### src/rtl/fifo_addr_ctrl.sv
// FIFO address and occupancy controller for an external dual-port RAM.
// Any DEPTH >= 2 is supported; pointers wrap by compare, not by power of two.
// OVERWRITE selects drop-on-full (0) or overwrite-oldest (1) behaviour.
module fifo_addr_ctrl #(
   parameter int DEPTH     = 16,
   parameter int AW        = $clog2(DEPTH),
   parameter int OVERWRITE = 0
) (
   input  logic          clk,
   input  logic          rst_n,
   input  logic          en,
   input  logic          flush,
   input  logic          we,
   input  logic          re,
   input  logic [AW:0]   af_thresh,
   input  logic [AW:0]   ae_thresh,
   input  logic          err_clr,
   output logic          wr_ok,
   output logic          rd_ok,
   output logic [AW-1:0] wr_addr,
   output logic [AW-1:0] rd_addr,
   output logic [AW:0]   level,
   output logic          empty,
   output logic          full,
   output logic          almost_full,
   output logic          almost_empty,
   output logic          ovf,
   output logic          udf
);

   localparam logic          OVW      = (OVERWRITE != 0);
   localparam logic [AW-1:0] LAST_PTR = AW'(DEPTH - 1);
   localparam logic [AW:0]   FULL_LVL = (AW + 1)'(DEPTH);

   logic act;
   logic drop;
   logic ovf_set;
   logic udf_set;

   // Wrap a pointer from DEPTH-1 back to 0 by compare so non power-of-two depths work.
   function automatic logic [AW-1:0] ptr_next(input logic [AW-1:0] p);
      if (p == LAST_PTR) return '0;
      else               return p + AW'(1);
   endfunction

   // Flags decode only the registered level and the live thresholds.
   always_comb begin
      empty        = (level == '0);
      full         = (level == FULL_LVL);
      almost_full  = (level >= af_thresh);
      almost_empty = (level <= ae_thresh);
   end

   // Commit and error-event decode; flush overrides requests and suppresses errors.
   always_comb begin
      act     = en & ~flush;
      rd_ok   = act & re & ~empty;
      wr_ok   = act & we & (~full | re | OVW);
      drop    = act & we & full & ~re & OVW;
      ovf_set = (act & we & full & ~re & ~OVW) | drop;
      udf_set = act & re & empty;
   end

   // Pointer, level and sticky error state; everything holds while en is low.
   always_ff @(posedge clk or negedge rst_n) begin
      if (!rst_n) begin
         wr_addr <= '0;
         rd_addr <= '0;
         level   <= '0;
         ovf     <= 1'b0;
         udf     <= 1'b0;
      end else if (en) begin
         if (flush) begin
            wr_addr <= '0;
            rd_addr <= '0;
            level   <= '0;
         end else begin
            if (wr_ok)
               wr_addr <= ptr_next(wr_addr);
            // On drop the oldest entry is discarded, so the read side moves with the write side.
            if (rd_ok | drop)
               rd_addr <= ptr_next(rd_addr);
            if (wr_ok & ~rd_ok & ~drop)
               level <= level + (AW + 1)'(1);
            else if (rd_ok & ~wr_ok)
               level <= level - (AW + 1)'(1);
         end
         // A set event in the same cycle as err_clr wins.
         ovf <= ovf_set | (ovf & ~err_clr);
         udf <= udf_set | (udf & ~err_clr);
      end
   end

endmodule

### config.mk
export PLATFORM = sky130hd
export DESIGN_NAME = fifo_addr_ctrl
export DESIGN_NICKNAME = d
export VERILOG_FILES = /design/src/rtl/fifo_addr_ctrl.sv
export SDC_FILE = /design/constraint.sdc
export NUM_CORES = 1
export LEC_CHECK = 0
export CORE_MARGIN = 1.5
export CORE_UTILIZATION = 43
export CTS_CLUSTER_SIZE = 24
export DETAILED_ROUTE_END_ITERATION = 10
export PLACE_DENSITY = 0.85
export REMOVE_ABC_BUFFERS = 1
export SLEW_MARGIN = 5
export SYNTH_ARGS = -nofsm -noshare
export SYNTH_HDL_FRONTEND = slang
export SYNTH_SLANG_ARGS = --single-unit
### constraint.sdc
create_clock -name clk -period 2.8 [get_ports clk]
set_clock_uncertainty 0.1 [all_clocks]
set_input_delay 0.56 -clock clk [delete_from_list [all_inputs] [get_ports clk]]
set_output_delay 0.56 -clock clk [all_outputs]
set_load 0.02 [all_outputs]
==> results.ini <==
[status]
outcome = finished, final reports clean

[floorplan]
core_um2 = 3030
row_count = 20
die-area_um2 = 3520
die_w_um = 59.4
initial_utilization_pct = 45.1
dieHeight_um = 59.4
ios = 38

[clock_tree]
numCtsBuffers = 3
cts_tree = done
htree_levels = 1
cts.reportedPaths.clkPinSlew_ps = 100
cts_buffer_depth = 2
cts.sinks = 15
clk_latency_ps = 310
root_buffer = clkbuf_4
ctsHoldBuffers = 0

[yosys]
yosys-top-cells-area = dfrtp_1, ha_1, inv_1
synthFlopType = dfrtp_1
ys_seq_area_share_pct = 27.5
ys_ff_latch = 15
yosysMostFrequentCell = inv_1
synth_cell_types = 46
netlist.area_leader.share_pct = 27.5
synth_top_cell_by_area = dfrtp_1
syn_area_per_cell_um2 = 9.05
ys_top_cells_by_count = inv_1, ha_1, dfrtp_1
synth_edf_count = 0
async_flop_share_pct = 100
ys_warn_count = 0
syn-cell-area_um2 = 1370
synth_cells = 151

[route]
firstDrtPassIters = 4
drt-total-wl_mm = 3.75
dr.first_iter.drc_count = 68
ant_nets = 0
wl_per_cell_um = 14.5
post-route-drc-count = 0
vias = 1377
vias_per_cell = 5.34

[sta]
tightestPinTransition_ps = 717
slew_violations = 0
setup_viol = 0
max_freq_mhz = 361
rsz0062_at_grt = yes
hold_violations = 0
maxSlewHeadroom_pct = 52.0
finalCritPeriodShare_pct = 99.0
fin_crit_ps = 2770

[final_layout]
antennaDiodeCount = 0
final_layout_size_suffix_gt1_share_pct = 24.3
area_delta_synth_final_pct = 46.5
fin_area_um2 = 2000
fin_nets = 249
final_util_pct = 66.1

[pwr]
p_clk_share_pct = 7.2
leakagePower_nw = 0.923
pwr-share-comb_pct = 72.7
ir_drop_mv = 0.465
pwr-share-seq_pct = 20.2
power_mw = 1.89
p_int_mw = 1.03
p_sw_share_pct = 45.5
switchingPower_mw = 0.860
power_density_nw_per_um2 = 944

[worst_setup_path]
cp_cell_sequence = or4_4 > nand2_2 > nand4_1 > fa_2 > a21o_1 > a21o_1 > a221o_1 > a31oi_1
critPathKind = flip-flop to flip-flop
worst_setup_path_start_kind = flip-flop
worstPathRequired_ps = 2940
crit_path_end_kind = flip-flop
cp_common_cell = a21o_1
critPathMaxFanout = 4
slowest_delay_ps = 540
crit_slowest_cell = or4_4
arrival_ps = 2910

[global_route]
grt_max_degree = 20
grt_pass1_vias = 1230
grtUsageTotal_pct = 21.8
grt_antenna_before_repair = 0
grt_pass1_wl_mm = 5.70
grt_overflow = 0

[placement]
place_area_um2 = 1910
portBuffers = 37
hpwl_mm = 2.63
gp_congestion = 0.801

[job]
maxCapViolCount = 0

[worst_hold_path]
hp-class = flip-flop to flip-flop

==> layout make-up <==
type                            instances  area, um^2
Fill cell                             248        1030
Clock buffer                            3        22.5
Inverter                               20        75.1
Sequential cell                        15         377
Clock inverter                          1        5.00
Timing Repair Buffer                   64         563
Multi-Input combinational cell        111         905
Tap cell                               44        55.1
==> flip-flops by register name, summed over array words and instances (netlist names) <==
name     cells
level        5
rd_addr      4
wr_addr      4
ovf          1
udf          1
==> logic make-up after synthesis <==
logic type / synth area share (%)
flip-flops: 27.5
adder cells (fa/ha/maj): 16.1
buffers and inverters: 9.16
XOR/XNOR: 1.28
AND/OR/NAND/NOR: 20.9
AO/OA/AOI/OAI: 25.1
==> worst max-delay path, delay by kind of cell (launching register included) <==
kind                       cells  cell delay, ps
DFF                            1             440
AOI/OAI and AO/OA              4             870
and+or+nand+nor                3             840
adders and majority gates      1             460
==> metal layers <==
metal / up-vias / global-route usage (%) / wire length (um)
met5: - / 0 / 0
met4: 0 / 8.12 / 62
met3: 7 / 5.46 / 152
met2: 35 / 35.5 / 1900
met1: 655 / 27.6 / 1640
li1: 680 / - / -
==> metrics by stage <==
step	worst slack, ps	hold slack [ps]	instances	TNS (ps)
floorplan	-145	164	146	-145
global placement	-527	373	249	-1130
detailed placement	-559	385	249	-1200
CTS	-6.18	408	255	-6.18
global route	-118	424	258	-156
finish	28.8	407	258	0
==> repair_timing <==
action / CTS / global route
gates resized for setup: 15 / 5
setup buffers: 2 / 3
hold endpoints to repair: 0 / 0
setup endpoints to repair: 6 / 4
pin swaps: 3 / 6
==> power groups by stage <==
| stage | clock (mW) | combinational, mW | sequential, mW |
|---|---|---|---|
| 6_report | 0.135 | 1.37 | 0.381 |
| 3_5_place_dp | 0 | 1.27 | 0.384 |
| 4_1_cts | 0.133 | 1.31 | 0.383 |
| 5_1_grt | 0.149 | 1.49 | 0.393 |
| 2_1_floorplan | 0 | 0.622 | 0.503 |
| 3_3_place_gp | 0 | 1.23 | 0.379 |
==> path summary, 6_finish.rpt <==
| path | depth (start not counted) | to | slack [ps] | startpoint |
|---|---|---|---|---|
| worst max-delay path | 8 | level[4] | 30 | level[1] |
| worst min-delay path | 2 | ovf | 410 | ovf |
| worst max register to register | 8 | level[4] | 30 | level[1] |
| worst min register to register | 2 | ovf | 410 | ovf |
| max in group asynchronous | 1 | level[1] | 1530 | rst_n |
| min in group asynchronous | 1 | level[4] | 570 | rst_n |
==> cells in the final DEF, fill, tap and decap left out, drive strengths merged, types with 6 or more instances in the layout <==
cell / count
nor2: 7
a31oi: 6
o22ai: 8
buf: 28
ha: 16
clkdlybuf4s50: 30
nand2: 12
dfrtp: 15
a21oi: 9
nor2b: 8
inv: 19
(Power assumes the default switching activity.)
